**src/rtl/balance_pkg.sv**
```systemverilog
// Shared types, widths and saturating helpers for the balance controller.
package balance_pkg;

    typedef enum logic [2:0] {
        ST_IDLE   = 3'd0,
        ST_CALC_P = 3'd1,
        ST_CALC_I = 3'd2,
        ST_CALC_D = 3'd3,
        ST_SUM    = 3'd4
    } pid_state_e;

    localparam int ANG_W  = 10;
    localparam int CMD_W  = 10;
    localparam int ERR_W  = 11;
    localparam int DER_W  = 12;
    localparam int INT_W  = 16;
    localparam int PROD_W = 24;
    localparam int SUM_W  = 26;

    // Clamp a one-bit-wider integrator sum back into +/-lim.
    function automatic logic signed [INT_W-1:0] clamp_int(
        input logic signed [INT_W:0] v,
        input logic signed [INT_W:0] lim
    );
        if (v > lim)
            clamp_int = INT_W'(lim);
        else if (v < -lim)
            clamp_int = INT_W'(-lim);
        else
            clamp_int = INT_W'(v);
    endfunction

    // Saturate the shifted PID sum to the +/-lim command range.
    function automatic logic signed [CMD_W-1:0] saturate_cmd(
        input logic signed [SUM_W-1:0] v,
        input logic signed [SUM_W-1:0] lim
    );
        if (v > lim)
            saturate_cmd = CMD_W'(lim);
        else if (v < -lim)
            saturate_cmd = CMD_W'(-lim);
        else
            saturate_cmd = CMD_W'(v);
    endfunction

endpackage

```
**src/rtl/motor_pwm.sv**
```systemverilog
// Sign/magnitude PWM: free-running 8-bit counter, duty and direction
// latched only on the 255->0 wrap so a period is never cut short.
module motor_pwm
    import balance_pkg::*;
(
    input  logic                    clk,
    input  logic                    reset_n,
    input  logic signed [CMD_W-1:0] command,
    output logic                    pwm,
    output logic                    dir
);

    logic [7:0]       cnt;
    logic [7:0]       duty;
    logic             dir_q;
    logic [CMD_W-1:0] mag;

    // Magnitude of the command; anything above 255 pins to full duty.
    always_comb begin
        mag = command[CMD_W-1] ? $unsigned(-command) : $unsigned(command);
    end

    // Counter plus wrap-synchronous latch of duty and direction.
    always_ff @(posedge clk or negedge reset_n) begin
        if (!reset_n) begin
            cnt   <= 8'd0;
            duty  <= 8'd0;
            dir_q <= 1'b0;
        end else begin
            cnt <= cnt + 8'd1;
            if (cnt == 8'hFF) begin
                duty  <= (mag > CMD_W'(255)) ? 8'hFF : mag[7:0];
                dir_q <= command[CMD_W-1];
            end
        end
    end

    assign pwm = (cnt < duty);
    assign dir = dir_q;

endmodule

```
**src/rtl/balance_pid.sv**
```systemverilog
// Balance controller: synchronised DataReady edge starts a 4-step PID
// (P, I, D products on one shared multiplier, then sum/saturate), with
// fall-over detection and a sign/magnitude PWM output stage.
//
// Output handshake: CmdValid is a one-cycle pulse; Command is valid in
// that cycle and holds until the next pulse. There is no back-pressure.
module balance_pid
    import balance_pkg::*;
#(
    parameter int KP            = 12,
    parameter int KI            = 1,
    parameter int KD            = 20,
    parameter int SHIFT         = 4,
    parameter int INT_LIMIT     = 2000,
    parameter int MAX_DUTY      = 255,
    parameter int FALL_LIMIT    = 200,
    parameter int RECOVER_LIMIT = 150
) (
    input  logic                    clk,
    input  logic                    reset_n,
    input  logic                    DataReady,
    input  logic signed [ANG_W-1:0] Angle,
    input  logic signed [ANG_W-1:0] Setpoint,
    input  logic                    Enable,
    output logic signed [CMD_W-1:0] Command,
    output logic                    CmdValid,
    output logic                    Fallen,
    output logic                    MotorPwm,
    output logic                    MotorDir,
    output pid_state_e              fsm_state
);

    localparam logic signed [INT_W:0]    INT_LIM_S = (INT_W+1)'(INT_LIMIT);
    localparam logic signed [SUM_W-1:0]  MAX_S     = SUM_W'(MAX_DUTY);
    localparam logic [ANG_W:0]           FALL_U    = (ANG_W+1)'(FALL_LIMIT);
    localparam logic [ANG_W:0]           REC_U     = (ANG_W+1)'(RECOVER_LIMIT);
    localparam logic signed [PROD_W-1:0] KP_X      = PROD_W'(KP);
    localparam logic signed [PROD_W-1:0] KI_X      = PROD_W'(KI);
    localparam logic signed [PROD_W-1:0] KD_X      = PROD_W'(KD);

    logic dr_s1, dr_s2, dr_s3, rise;
    logic pending, start;
    logic ld_p, ld_i, ld_d, do_sum;
    pid_state_e state, state_nxt;

    logic signed [ANG_W-1:0]  ang_q, sp_q;
    logic signed [ERR_W-1:0]  error, prev_err;
    logic signed [DER_W-1:0]  deriv;
    logic signed [INT_W-1:0]  integ, integ_nxt;
    logic signed [INT_W:0]    int_sum;
    logic signed [PROD_W-1:0] mul_a, mul_g, product, p_q, i_q, d_q;
    logic signed [SUM_W-1:0]  sum, shifted;
    logic signed [CMD_W-1:0]  sat_cmd, command_q;
    logic signed [ANG_W:0]    ang_x;
    logic [ANG_W:0]           abs_ang;
    logic                     fallen_q, fallen_nxt, force_zero, cmd_valid_q;

    // Two-flop synchroniser for the asynchronous strobe, plus edge history.
    always_ff @(posedge clk or negedge reset_n) begin
        if (!reset_n) begin
            dr_s1 <= 1'b0;
            dr_s2 <= 1'b0;
            dr_s3 <= 1'b0;
        end else begin
            dr_s1 <= DataReady;
            dr_s2 <= dr_s1;
            dr_s3 <= dr_s2;
        end
    end

    assign rise = dr_s2 & ~dr_s3;

    // FSM state register.
    always_ff @(posedge clk or negedge reset_n) begin
        if (!reset_n)
            state <= ST_IDLE;
        else
            state <= state_nxt;
    end

    // FSM next state: one step per cycle once a sample is started.
    always_comb begin
        state_nxt = state;
        case (state)
            ST_IDLE:   if (start) state_nxt = ST_CALC_P;
            ST_CALC_P: state_nxt = ST_CALC_I;
            ST_CALC_I: state_nxt = ST_CALC_D;
            ST_CALC_D: state_nxt = ST_SUM;
            ST_SUM:    state_nxt = ST_IDLE;
            default:   state_nxt = ST_IDLE;
        endcase
    end

    // FSM outputs: sample start and per-state load strobes.
    always_comb begin
        start  = (state == ST_IDLE) && (rise || pending);
        ld_p   = (state == ST_CALC_P);
        ld_i   = (state == ST_CALC_I);
        ld_d   = (state == ST_CALC_D);
        do_sum = (state == ST_SUM);
    end

    assign fsm_state = state;

    // One-deep pending flag for an edge seen while busy; extra edges drop.
    always_ff @(posedge clk or negedge reset_n) begin
        if (!reset_n)
            pending <= 1'b0;
        else if (start)
            pending <= 1'b0;
        else if (rise)
            pending <= 1'b1;
    end

    // Capture the sample operands when a calculation starts.
    always_ff @(posedge clk or negedge reset_n) begin
        if (!reset_n) begin
            ang_q <= '0;
            sp_q  <= '0;
        end else if (start) begin
            ang_q <= Angle;
            sp_q  <= Setpoint;
        end
    end

    // Error, derivative, integrator update and fall decision.
    always_comb begin
        error      = {sp_q[ANG_W-1], sp_q} - {ang_q[ANG_W-1], ang_q};
        deriv      = {error[ERR_W-1], error} - {prev_err[ERR_W-1], prev_err};
        int_sum    = {{(INT_W+1-ERR_W){error[ERR_W-1]}}, error} + {integ[INT_W-1], integ};
        integ_nxt  = clamp_int(int_sum, INT_LIM_S);
        ang_x      = {ang_q[ANG_W-1], ang_q};
        abs_ang    = ang_x[ANG_W] ? $unsigned(-ang_x) : $unsigned(ang_x);
        fallen_nxt = fallen_q;
        if (abs_ang > FALL_U)
            fallen_nxt = 1'b1;
        else if (abs_ang <= REC_U)
            fallen_nxt = 1'b0;
        force_zero = fallen_nxt | ~Enable;
    end

    // Shared multiplier: operand and gain selected by the current state.
    always_comb begin
        mul_a = '0;
        mul_g = '0;
        case (state)
            ST_CALC_P: begin
                mul_a = {{(PROD_W-ERR_W){error[ERR_W-1]}}, error};
                mul_g = KP_X;
            end
            ST_CALC_I: begin
                mul_a = {{(PROD_W-INT_W){integ[INT_W-1]}}, integ};
                mul_g = KI_X;
            end
            ST_CALC_D: begin
                mul_a = {{(PROD_W-DER_W){deriv[DER_W-1]}}, deriv};
                mul_g = KD_X;
            end
            default: begin
                mul_a = '0;
                mul_g = '0;
            end
        endcase
        product = mul_a * mul_g;
    end

    // Sum of terms, floor shift, then saturate to the duty range.
    always_comb begin
        sum     = {{(SUM_W-PROD_W){p_q[PROD_W-1]}}, p_q}
                + {{(SUM_W-PROD_W){i_q[PROD_W-1]}}, i_q}
                + {{(SUM_W-PROD_W){d_q[PROD_W-1]}}, d_q};
        shifted = sum >>> SHIFT;
        sat_cmd = saturate_cmd(shifted, MAX_S);
    end

    // Controller state and registered outputs, stepped by the FSM strobes.
    always_ff @(posedge clk or negedge reset_n) begin
        if (!reset_n) begin
            p_q         <= '0;
            i_q         <= '0;
            d_q         <= '0;
            integ       <= '0;
            prev_err    <= '0;
            command_q   <= '0;
            cmd_valid_q <= 1'b0;
            fallen_q    <= 1'b0;
        end else begin
            cmd_valid_q <= 1'b0;
            if (ld_p) begin
                p_q   <= product;
                integ <= integ_nxt;
            end
            if (ld_i)
                i_q <= product;
            if (ld_d)
                d_q <= product;
            if (do_sum) begin
                cmd_valid_q <= 1'b1;
                fallen_q    <= fallen_nxt;
                if (force_zero) begin
                    command_q <= '0;
                    integ     <= '0;
                    prev_err  <= '0;
                end else begin
                    command_q <= sat_cmd;
                    prev_err  <= error;
                end
            end
        end
    end

    assign Command  = command_q;
    assign CmdValid = cmd_valid_q;
    assign Fallen   = fallen_q;

    motor_pwm u_pwm (
        .clk     (clk),
        .reset_n (reset_n),
        .command (command_q),
        .pwm     (MotorPwm),
        .dir     (MotorDir)
    );

endmodule

```
**config.mk**
```make
export PLATFORM = sky130hd
export DESIGN_NAME = balance_pid
export DESIGN_NICKNAME = d
export VERILOG_FILES = /design/src/rtl/balance_pkg.sv /design/src/rtl/motor_pwm.sv /design/src/rtl/balance_pid.sv
export SDC_FILE = /design/constraint.sdc
export NUM_CORES = 1
export LEC_CHECK = 0
export CAP_MARGIN = 15
export CORE_UTILIZATION = 50
export CTS_CLUSTER_DIAMETER = 50
export DETAILED_ROUTE_END_ITERATION = 7
export PLACE_DENSITY = 0.67
export SLEW_MARGIN = 5
export SYNTH_ARGS = -nofsm -noshare
export SYNTH_HDL_FRONTEND = slang
export SYNTH_SLANG_ARGS = --single-unit
```
**constraint.sdc**
```tcl
create_clock -name clk -period 14.2 [get_ports clk]
set_clock_uncertainty 0.1 [all_clocks]
set_input_delay 3.55 -clock clk [delete_from_list [all_inputs] [get_ports clk]]
set_output_delay 3.55 -clock clk [all_outputs]
set_load 0.1 [all_outputs]
```
==> impl_results.md, run 1 <==
* Fmax at 137 MHz
* Top Usage Layer GRT: met2
* Tcrit/Tclk final at 51.3%
* Post-CTS sizing at 0
* Setup bufs post-CTS at 0
* Vias in the first global route at 9,350
* Max FO, Critical Path at 7
* Via count at 9,616
* Drt drc at 0
* Met1 Use GR at 30.2%
* Post-CTS Hold Buffers at 0
* Finish-stage setup viols at 0
* Clock-pin slew on the worst setup and hold paths at 0.07 ns
* Top_reg_cell synth: dfrtp_1
* Met2 Use GR at 35.9%
* Row count at 57
* Count of unique library cells instantiated by Yosys at 89
* Detail Placement HPWL at 20.5 mm
* Critical Path Start Type: flop
* Via density at 5.50
* Share of cells above drive strength 1 at 7.30%
* Min-Delay Endpoint: dr_s2$_DFF_PN0_
* Multi-input gate area at 7860 um2
* Filler Cell Count at 2,262
* Initial DRC Count at 550
* GR Util All Layers at 21.8%
* Largest net degree at the start of global routing at 80
* FF-to-FF End: i_q[22]$_DFFE_PN0P_
* GRT met3 Usage at 2.94%
* Syn Inst Count at 1,390
* Crit-path slowest cell: fa_1
* CP peak stage delay at 0.52 ns
* Fin. max-slew vios at 0
* FF/Latch Area at 3880 um2
* Post-layout min period at 7.28 ns
* Number of flops mapped to enable cells by yosys at 0
* Data arrival time of the worst path at 7.47 ns
* Syn Nets at 1,601
* Port bufs at 40
* FF+latch count, synth at 155
* Die Span X at 161 um
* Status: finished, final reports clean
* Setup CP Type: flop to flop
* Die extent in y at 161 um
* TNS Setup at 0 ns
* R2R cell count at 29
* Asr flop ratio synth at 100%
* Final RePlAce weighted congestion at 0.866
* Post-layout util at 56.4%
* Most instantiated cells after synthesis: inv_1 (167), dfrtp_1 (155), nand2_1 (154)
* Antenna diodes at 0
* CTS buffer count at 17
* CP dominant cell by count: inv_1
* Antenna violations before repair at 0
* Slew headroom at 34.2%
* Most common cell in the netlist: inv_1
* Max Buffers Root-to-Sink at 2
* Unrepaired setup endpoints after global routing: no
* R2r startpoint: ang_q[1]$_DFFE_PN0P_
* Synthesis warning total at 0
* Final global-route overflow total at 0
* Mapped cell area at 12,600 um2
* 1st-pass router iterations at 5
* Syn_area_per_cell at 9.07 um2
* Max Cap Violations at 0
* Worst reg-to-reg setup slack at 6.92 ns
* Initial Util at 51.4%
* Die area at 25,900 um2
* Fin. Hold Viols at 0
* Post-synth top area cell: dfrtp_1
* Seq/Total Area, Yosys at 30.8%
* Synth area leaders: dfrtp_1 (31%), ha_1 (13%), fa_1 (9.5%), inv_1 (5.0%), o21ai_0 (4.8%)
* Final Non-Filler Cells at 1,749
* Hold-critical path depth at 0
* NumNets Final at 1,623
* Crit path capture type: flop
* Root buffer cell: clkbuf_16
* Ports at 41
* Core ar. at 24,500 um2
* Placed cells at 1,717
* Worst-Margin Slew at 0.986 ns
* Layout area overhead at 9.85%
* CTS tree: built
* Routed WL at 27.2 mm
* First-pass GRT wire length at 45.7 mm
* Hold_sp: dr_s1$_DFF_PN0_
* Max H-tree Level at 4
* Hold_ws at 0.265 ns
* Clock latency on the worst-skew pair at 0.43 ns
* HP Class: flop to flop
* Post-route ant nets at 0
* Sink Count at 155
* WL/cell at 15.6 um
* Share of the synthesized area in the top cell type at 30.8%
* CP required at 14.38 ns
[area by class of cell]
type                            instances  share of cell area [%]
Multi-Input combinational cell       1022                    56.7
Sequential cell                       155                    28.0
Inverter                              168                    4.55
Timing Repair Buffer                   48                    3.33
Clock buffer                           17                    3.07
Tap cell                              324                    2.93
Clock inverter                         15                    1.37
[how the worst max path moves through the flow]
stage	from	to	slack, ns	depth (start not counted)
after floorplan	ang_q[0]$_DFFE_PN0P_	p_q[22]$_DFFE_PN0P_	7.22	28
after global placement	ang_q[0]$_DFFE_PN0P_	d_q[22]$_DFFE_PN0N_	7.13	28
after detailed placement	ang_q[0]$_DFFE_PN0P_	p_q[22]$_DFFE_PN0P_	6.97	28
after CTS	ang_q[0]$_DFFE_PN0P_	i_q[22]$_DFFE_PN0P_	6.92	28
after global routing	ang_q[1]$_DFFE_PN0P_	i_q[22]$_DFFE_PN0P_	6.25	29
final	ang_q[1]$_DFFE_PN0P_	i_q[22]$_DFFE_PN0P_	6.92	29
[sequential cells by signal, summed over array words and instances, names as in the netlist]
signal,count
CmdValid,1
Command,10
Fallen,1
ang_q,10
d_q,24
dr_s1,1
dr_s2,1
dr_s3,1
fsm_state,3
i_q,24
integ,16
p_q,24
pending,1
prev_err,11
sp_q,10
u_pwm.cnt,8
u_pwm.dir,1
u_pwm.duty,8
[metal layers]
layer | vias up | wire [um]
met5 | - | 0
met4 | 0 | 297
met3 | 22 | 901
met2 | 165 | 12900
met1 | 4626 | 13100
li1 | 4803 | -
[critical path: cells and delay by family, from the launching register on]
family                     cells  cell delay, ns
DFF                            1            0.42
AOI/OAI and AO/OA             12            2.66
adders and majority gates      6            2.11
xor gates and xnor gates       2            0.54
buffers and inverters          5            0.50
and+or+nand+nor                4            0.81
[cell usage in the layout (no fill, tap or decap), types with 22 or more instances in the layout]
| master | Yosys | routed |
|---|---|---|
| inv_1 | 167 | 167 |
| ha_1 | 127 | 127 |
| xnor2_1 | 38 | 38 |
| fa_1 | 60 | 60 |
| dfrtp_1 | 155 | 155 |
| o21ai_0 | 120 | 120 |
| mux2_2 | 22 | 22 |
| a21oi_1 | 74 | 74 |
| xor2_1 | 29 | 29 |
| nand2_1 | 154 | 154 |
| clkdlybuf4s50_1 | 0 | 39 |
| nor2_1 | 74 | 74 |
[per-stage QoR]
step / worst slack (ns) / cell area [um2]
floorplan: 7.22 / 12600
global placement: 7.13 / 13200
detailed placement: 6.97 / 13200
CTS: 6.92 / 13800
global route: 6.25 / 13800
finish: 6.92 / 13800
[logic make-up (layout without fill, tap and decap cells)]
kind of cell	after synthesis	after routing	share of synthesized area [%]
AOI/OAI and AO/OA	344	344	17.6
and+or+nand+nor	397	397	15.5
DFF	155	155	30.8
buffers and inverters	213	248	6.96
xor gates and xnor gates	68	68	4.78
adders and majority gates	187	187	22.1
muxes	26	26	2.31
Power of run 1 is left out: the tool's default activity adds up to more than one toggle a clock period on the data nets, which glitch-free logic cannot reach.
==> inputs of run 2 (changes only) <==
==> constraint.sdc (replaced) <==
create_clock -name clk -period 6.8 [get_ports clk]
set_clock_uncertainty 0.1 [all_clocks]
set_input_delay 1.7 -clock clk [delete_from_list [all_inputs] [get_ports clk]]
set_output_delay 1.7 -clock clk [all_outputs]
set_load 0.1 [all_outputs]
==> run 2 against run 1 <==
Final area is 5.8% higher; global-route usage is 1.0 points higher; via count is 3.9% higher; utilization is 3.3 points higher; critical path depth is 5 higher; sequential share of layout area is 1.5 points lower; worst setup slack worse by 6.7 ns; non-clock buffer count is 50 higher; register-to-register slack worse by 6.7 ns; sequential cell count stayed put; critical path type unchanged.
==> impl_results.md, run 2 (synthesis gave the netlist of run 1 again) <==
* Antenna violations before repair at 0 (unchanged)
* Sink Count at 155 (unchanged)
* CP required at 7.00 ns (-7.38 ns)
* Data arrival time of the worst path at 6.77 ns (-0.70 ns)
* Worst-Margin Slew at 0.974 ns (-0.0126 ns)
* HP Class: flop to flop
* First-pass GRT wire length at 47.9 mm (+4.9%)
* Fin. Hold Viols at 0 (unchanged)
* Final global-route overflow total at 0 (unchanged)
* Routed WL at 28.9 mm (+6.0%)
* Share of cells above drive strength 1 at 14.8% (+7.5 points)
* Vias in the first global route at 9,697 (+3.7%)
* CTS tree: built
* Max Cap Violations at 0 (unchanged)
* Largest net degree at the start of global routing at 70 (-13%)
* CP dominant cell by count: a21oi_1
* Status: finished, final reports clean
* Core ar. at 24,500 um2 (unchanged)
* Commonest non-fill, non-tap cell in the layout: inv_1
* Drt drc at 0 (unchanged)
* NumNets Final at 1,673 (+3.1%)
* Post-CTS Hold Buffers at 0 (unchanged)
* Filler Cell Count at 2,114 (-6.5%)
* Design area at 14,700 um2 (+5.8%)
* Post-layout min period at 6.57 ns (-0.713 ns)
* Commonest cells after routing, fill and taps aside: inv_1 (160), dfrtp_1 (155), nand2_1 (149), ha_1 (114), o21ai_0 (102)
* Die extent in y at 161 um (unchanged)
* Clock-pin slew on the worst setup and hold paths at 0.08 ns (about the same)
* DP Area at 13,500 um2 (+2.0%)
* Detail Placement HPWL at 21.6 mm (+5.4%)
* Via count at 9,987 (+3.9%)
* Crit path capture type: flop
* GR Util All Layers at 22.9% (+1.0 points)
* Tcrit/Tclk final at 96.6% (+45 points)
* Ports at 41 (unchanged)
* Via density at 5.55 (+0.92%)
* Post-route ant nets at 0 (unchanged)
* WL/cell at 16.0 um (+3.0%)
* 1st-pass router iterations at 5 (unchanged)
* Hold_ws at 0.255 ns (-0.0104 ns)
* Row count at 57 (unchanged)
* Port bufs at 40 (unchanged)
* Clock latency on the worst-skew pair at 0.44 ns (about the same)
* Final RePlAce weighted congestion at 0.909 (+5.0%)
* Initial DRC Count at 570 (+3.6%)
* Setup WS pre-CTS at -0.332 ns (-7.31 ns)
* CP peak stage delay at 0.53 ns (about the same)
* Max H-tree Level at 4 (unchanged)
* Crit-path slowest cell: fa_1
* Slew headroom at 34.9% (+0.63 points)
* Max FO, Critical Path at 4 (-3)
* Fin. max-slew vios at 0 (unchanged)
* Initial Util at 51.4% (unchanged)
* Max Buffers Root-to-Sink at 2 (unchanged)
* Critical Path Start Type: flop
* Fmax at 152 MHz (+11%)
* Worst setup margin at 0.229 ns (-6.69 ns)
* Layout area overhead at 16.2%
* Root buffer cell: clkbuf_16
* Setup CP Type: flop to flop
* Finish-stage setup viols at 0 (unchanged)
* Die area at 25,900 um2 (unchanged)
* TNS Setup at 0 ns (unchanged)
* CTS buffer count at 17 (unchanged)
* Largest regs: d_q: 24 flops, i_q: 24 flops, p_q: 24 flops
* Die Span X at 161 um (unchanged)
run 2: cell count changes in the layout (fill, tap and decap cells not counted), sizes merged:
cell / before / now
buf: 9 / 59
clkinv: 8 / 9
diode: 0 / 1
inv: 174 / 173
run 2: timing repair:
| item | CTS | global route |
|---|---|---|
| setup endpoints to repair | 30 | 30 |
| buffers inserted | 2 | 13 |
| resized for setup | 22 | 77 |
| pin swaps | 7 | 46 |
run 2: cell type report:
class | count | area (um2) | area share [%]
tap | 324 | 405 | 2.77
timing repair buffer | 98 | 841 | 5.74
clock buffer | 17 | 425 | 2.90
multi-input combinational | 1022 | 8280 | 56.5
antenna | 1 | 2.50 | 0.0171
clock inverter | 15 | 190 | 1.30
inverter | 168 | 631 | 4.30
sequential | 155 | 3880 | 26.5
run 2: path summary, 6_finish.rpt:
path	startpoint	to	slack (ns)	depth (start not counted)
max in group asynchronous	reset_n	Command[4]$_DFFE_PN0P_	4.39	2
worst min register to register	dr_s1$_DFF_PN0_	dr_s2$_DFF_PN0_	0.26	0
worst max-delay path	sp_q[0]$_DFFE_PN0P_	p_q[22]$_DFFE_PN0P_	0.23	34
worst max register to register	sp_q[0]$_DFFE_PN0P_	p_q[22]$_DFFE_PN0P_	0.23	34
min in group asynchronous	reset_n	p_q[17]$_DFFE_PN0P_	1.03	1
worst min-delay path	dr_s1$_DFF_PN0_	dr_s2$_DFF_PN0_	0.26	0
run 2: through the flow:
stage               std cells  util [%]
finish                   1800      59.7
CTS                      1786      58.0
global route             1799      59.7
global placement         1752      55.0
detailed placement       1752      55.0
floorplan                1390         -
run 2: routing by layer:
layer	part of all wire [%]	routed length [um]	global-route usage, %
met1	47	13600	31.6
met2	48	13900	37.7
met3	3.2	935	2.79
met4	1.4	416	6.60
met5	0	0	0
run 2: worst max-delay path, delay by kind of cell (launching register included):
kind / cells / cell delay [ns]
AO/OA/AOI/OAI: 16 / 2.34
adder cells (fa/ha/maj): 7 / 2.28
XOR/XNOR: 2 / 0.38
buffers and inverters: 6 / 0.53
AND/OR/NAND/NOR: 3 / 0.42
flip-flops: 1 / 0.38
Power of run 2 is left out for the same reason.
==> RTL edit 1 (settings of run 2) <==
Add an input register stage for `Setpoint`; this delays it by one clock. The other inputs are not delayed to match.
--- a/src/rtl/balance_pid.sv
+++ b/src/rtl/balance_pid.sv
@@ -38,6 +38,12 @@
     localparam logic signed [PROD_W-1:0] KI_X      = PROD_W'(KI);
     localparam logic signed [PROD_W-1:0] KD_X      = PROD_W'(KD);
 
+    logic signed [ANG_W-1:0] Setpoint_q;
+
+    always_ff @(posedge clk) begin
+        Setpoint_q <= Setpoint;
+    end
+
     logic dr_s1, dr_s2, dr_s3, rise;
     logic pending, start;
     logic ld_p, ld_i, ld_d, do_sum;
@@ -119,7 +125,7 @@
             sp_q  <= '0;
         end else if (start) begin
             ang_q <= Angle;
-            sp_q  <= Setpoint;
+            sp_q  <= Setpoint_q;
         end
     end
 
Behaviour: not the same (a bounded check fails within 10 cycles, from zero or initial values and one cycle with reset_n low).
==> RTL edit 1 against run 2 <==
Final area rose by 2.5%; cell count rose by 2.1%; wire length rose by 2.1%; worst setup slack got worse by 0.15 ns; sequential share of layout area rose by 0.68 points; global-route usage fell by 0.10 points; synthesized cell count rose by 1.8%; sequential cell count rose by 10; critical endpoint is now d_q[21]; largest cell class unchanged; synthesized area rose by 2.0%.
Power is left out: the tool's default activity adds up to more than one toggle a clock period on the data nets, which glitch-free logic cannot reach.
==> RTL edit 1: results (changes against run 2) <==
| Metric | Value |
|---|---|
| Outcome | `complete, no violations` |
| Gp weighted congestion | `0.889 (-2.2%)` |
| Pin count of the biggest net entering global routing | `73 (+4.3%)` |
| Clock Path Buffers | `2 (unchanged)` |
| DP HPWL | `22100 um (+2.1%)` |
| Synth cell types | `80 (-10%)` |
| Syn_area_per_cell | `9.09 um2 (+0.19%)` |
| R2R Setup Slk | `0.07 ns (-0.15 ns)` |
| Via Count | `10200 (+2.6%)` |
| Number of global-route vias before repair | `9912 (+2.2%)` |
| Num CTS Buffers | `17 (unchanged)` |
| Mapped Nets | `1626 (+1.6%)` |
| Sequential cell area fraction in the yosys report | `31.7% (+0.96 points)` |
| Layout cells sized above 1 | `13.9% (-0.98 points)` |
| Ant. Diodes | `0 (-1)` |
| RR Startpoint | `sp_q[0]` |
| Post-synth top cells | `nand2_1 (164), dfrtp_1 (155), inv_1 (153)` |
| First-pass GRT wire length | `48200 um (+0.71%)` |
| Vias/cell | `5.58 (+0.52%)` |
| H-tree depth | `4 (unchanged)` |
| Yosys warning count | `0 (unchanged)` |
| Latest clock arrival within the worst-skew pair | `0.43 ns` |
| Iter 0 DRT Violations | `584 (+2.5%)` |
| Path type of the worst min-delay path | `flip-flop to flip-flop` |
| CP Class | `flip-flop to flip-flop` |
| Regs by FF count | `d_q: 24 flops, i_q: 24 flops, p_q: 24 flops` |
| CP Capture Point | `d_q[21]` |
| Ranking of synthesized cells by area | `dfrtp_1 (30%), ha_1 (12%), fa_1 (9.3%)` |
| Min-Delay Startpoint | `dr_s1` |
| Reg clk slew, reported paths | `0.07 ns` |
| Main synth FF type | `dfrtp_1` |
| Number of fillers in the final layout | `2171 (+2.7%)` |
| Initial antenna violation count | `1 (+1)` |
| Global-route usage over all layers | `22.8% (-0.10 points)` |
| DR pass1 iterations | `6 (+1)` |
| # nets final | `1705 (+1.9%)` |
| Worst-Margin Slew | `1.08 ns (+0.107 ns)` |
| Dpl cells | `1794 (+2.4%)` |
| Critical path fanouts, max | `4 (unchanged)` |
| FF-to-FF path depth | `31 (-8.8%)` |
| Critical-path top delay cell | `fa_1` |
| Post-synth ARST share | `93.9% (-6.1 points)` |
| Clock root cell | `clkbuf_16` |
| Critical path's top delay family | `compound AO/OA/AOI/OAI gates` |
| Max stage delay on crit path | `0.49 ns (-0.04 ns)` |
| Routed wire length | `29500 um (+2.1%)` |
| Input/output buffers | `40 (unchanged)` |
RTL edit 1: changes by cell type after synthesis, sizes merged, moves of 10 or more:
cell / run 2 / this run
dfxtp: 0 / 10
nand2: 154 / 164
a211oi: 8 / 18
and2: 15 / 32
o21ai: 129 / 112
inv: 167 / 153
a21oi: 77 / 65
RTL edit 1: layout make-up:
cell class              count  area share, %
clock buffers              19           2.95
clock inverters            13           1.07
inverters                 154           3.85
multi-input cells        1054           56.4
flip-flops and latches    165           27.1
well taps                 330           2.75
repair buffers            102           5.80
RTL edit 1: logic make-up after synthesis:
family	synth area share, %
compound gates	17.8
xor+xnor	4.84
fa+ha+maj	21.7
buf+inv	5.87
flops	31.7
mux	2.42
simple gates	15.7
RTL edit 1: how the worst min path moves through the flow:
stage | to | slack, ns | cells after the start
floorplan | dr_s2 | 0.23 | 0
global placement | dr_s2 | 0.24 | 0
detailed placement | dr_s2 | 0.24 | 0
CTS | dr_s2 | 0.25 | 0
global route | dr_s2 | 0.25 | 0
finish | dr_s2 | 0.25 | 0
RTL edit 1: repair_timing:
action / 4_1_cts / 5_1_grt
resized for setup: 29 / 43
setup buffers: 7 / 4
endpoints found under the setup margin: 12 / 27
pin swaps: 23 / 41
endpoints found under the hold margin: 0 / 0
RTL edit 1: metrics by stage:
stage               util [%]  hold slack (ns)  area, um2  setup WS [ns]  TNS, ns
floorplan                  -            0.231      12900         0.0372        0
global placement        55.3            0.236      13900         0.0319        0
detailed placement      55.3            0.238      13900        -0.0835   -0.555
CTS                     58.5            0.248      14700        0.00221        0
global route            59.7            0.251      15000         -0.188    -1.64
finish                  59.7            0.245      15000         0.0744        0
RTL edit 1: metal layers:
layer,GRT usage (%),share of wire (%)
met1,31.7,47
met2,37.4,48
met3,2.80,3.9
met4,6.17,1.6
met5,0,0.051
==> RTL edit 2 (flow settings as in run 2) <==
Without the edit above. The package constant `INT_W` goes from 16 to 12.
--- a/src/rtl/balance_pkg.sv
+++ b/src/rtl/balance_pkg.sv
@@ -13,7 +13,7 @@
     localparam int CMD_W  = 10;
     localparam int ERR_W  = 11;
     localparam int DER_W  = 12;
-    localparam int INT_W  = 16;
+    localparam int INT_W  = 12;
     localparam int PROD_W = 24;
     localparam int SUM_W  = 26;
 
Formal check against the unedited RTL: no difference found for any inputs over 10 cycles, from zero or initial values and one cycle with reset_n low; that may be too few to reach the edited logic, so the function may still have changed.
==> RTL edit 2 against run 2 <==
The run now ends with DRC left; synthesized cell count fell by 11%; sequential cell count decreased by 4; worst hold slack worse by 0.0034 ns; synthesized area fell by 10%; final area down 13%; worst setup slack got worse by 0.0089 ns; wire length is 14% lower; global-route usage decreased by 0.51 points; utilization fell by 1.7 points; non-clock buffer count is 40 lower; critical path type unchanged.
Power is not shown: default switching activity piles up to over one toggle a cycle in this logic, so the estimate is an artifact.
==> RTL edit 2: results (changes against run 2) <==
| Metric | Value |
|---|---|
| Postcts setup bufs | `0 (-2)` |
| Hold path endpoint | `dr_s2` |
| Initial antenna violation count | `0 (unchanged)` |
| Mapped Nets | `1424 (-11%)` |
| # nets final | `1467 (-12%)` |
| Sequential cell area fraction in the yosys report | `33.5% (+2.7 points)` |
| Regs by FF count | `d_q: 24 flops, i_q: 24 flops, p_q: 24 flops` |
| Failing checks | `DRC` |
| Pin count of the biggest net entering global routing | `101 (+44%)` |
| Ant. Diodes | `0 (-1)` |
| Number of fillers in the final layout | `1915 (-9.4%)` |
| Outcome | `finished, violations left` |
| First-pass GRT wire length | `42100 um (-12%)` |
| Gp weighted congestion | `0.843 (-7.3%)` |
| Yosys warning count | `0 (unchanged)` |
| Peak Freq | `152 MHz (-0.13%)` |
| Ranking of synthesized cells by area | `dfrtp_1 (33%), ha_1 (12%), fa_1 (9.2%)` |
| FF-to-FF path depth | `29 (-15%)` |
| Routed wire length | `24800 um (-14%)` |
| Synth cell types | `68 (-24%)` |
| Post-synth top cells | `nand2_1 (152), dfrtp_1 (151), inv_1 (138)` |
| Number of global-route vias before repair | `8745 (-9.8%)` |
| Iter 0 DRT Violations | `435 (-24%)` |
| Vias/cell | `5.55 (about the same)` |
| CP arrival | `6.76 ns (about the same)` |
| Drt drc | `5 (+5)` |
| Critical path fanouts, max | `5 (+1)` |
| DR pass1 iterations | `7 (+2)` |
| Layout cells sized above 1 | `8.58% (-6.3 points)` |
| DP HPWL | `18700 um (-14%)` |
| Worst-Margin Slew | `0.972 ns (-0.00171 ns)` |
| Global-route usage over all layers | `22.3% (-0.51 points)` |
| DP Worst Slack | `-0.0532 ns (+0.279 ns)` |
| Reg2Reg Capture Point | `d_q[17]` |
## RTL edit 2: cell families after synthesis
family | after synthesis | synth area share, %
buffers and inverters | 174 | 5.82
AO/OA/AOI/OAI | 294 | 16.5
AND/OR/NAND/NOR | 364 | 15.2
multiplexers | 24 | 2.36
XOR/XNOR | 64 | 4.96
flip-flops | 151 | 33.5
adder cells (fa/ha/maj) | 166 | 21.8
## RTL edit 2: timing repair
action	CTS	global route
setup endpoints to repair	15	33
pin swaps	1	10
gates cloned	0	0
gates resized for setup	4	31
## RTL edit 2: through the flow
stage,hold slack (ns),cells,instance area [um2]
2_1_floorplan,0.231,1237,11300
3_3_place_gp,0.238,1541,12100
3_5_place_dp,0.238,1541,12100
4_1_cts,0.254,1573,12600
5_1_grt,0.255,1573,12700
6_report,0.252,1573,12700
## RTL edit 2: per-layer routing
metal  vias up  GRT usage, %  share of wire [%]
met5         -             0                  0
met4         0          5.73                1.2
met3        22          3.50                2.4
met2       129          38.0                 49
met1      4246          29.8                 48
li1       4329             -                  -
## RTL edit 2: critical path: cells and delay by family, from the launching register on
kind	cells	cell delay, ns
compound gates	14	2.62
simple gates	2	0.30
xor+xnor	2	0.36
fa+ha+maj	7	2.48
buf+inv	4	0.20
flops	1	0.37
## RTL edit 2: layout make-up
cell class	instances	area, um2	share of cell area (%)
clock buffer	18	439	3.45
clock inverter	14	141	1.11
inverter	140	526	4.12
multi-input combinational	912	6970	54.7
sequential	151	3780	29.6
tap	280	350	2.75
timing repair buffer	58	537	4.21
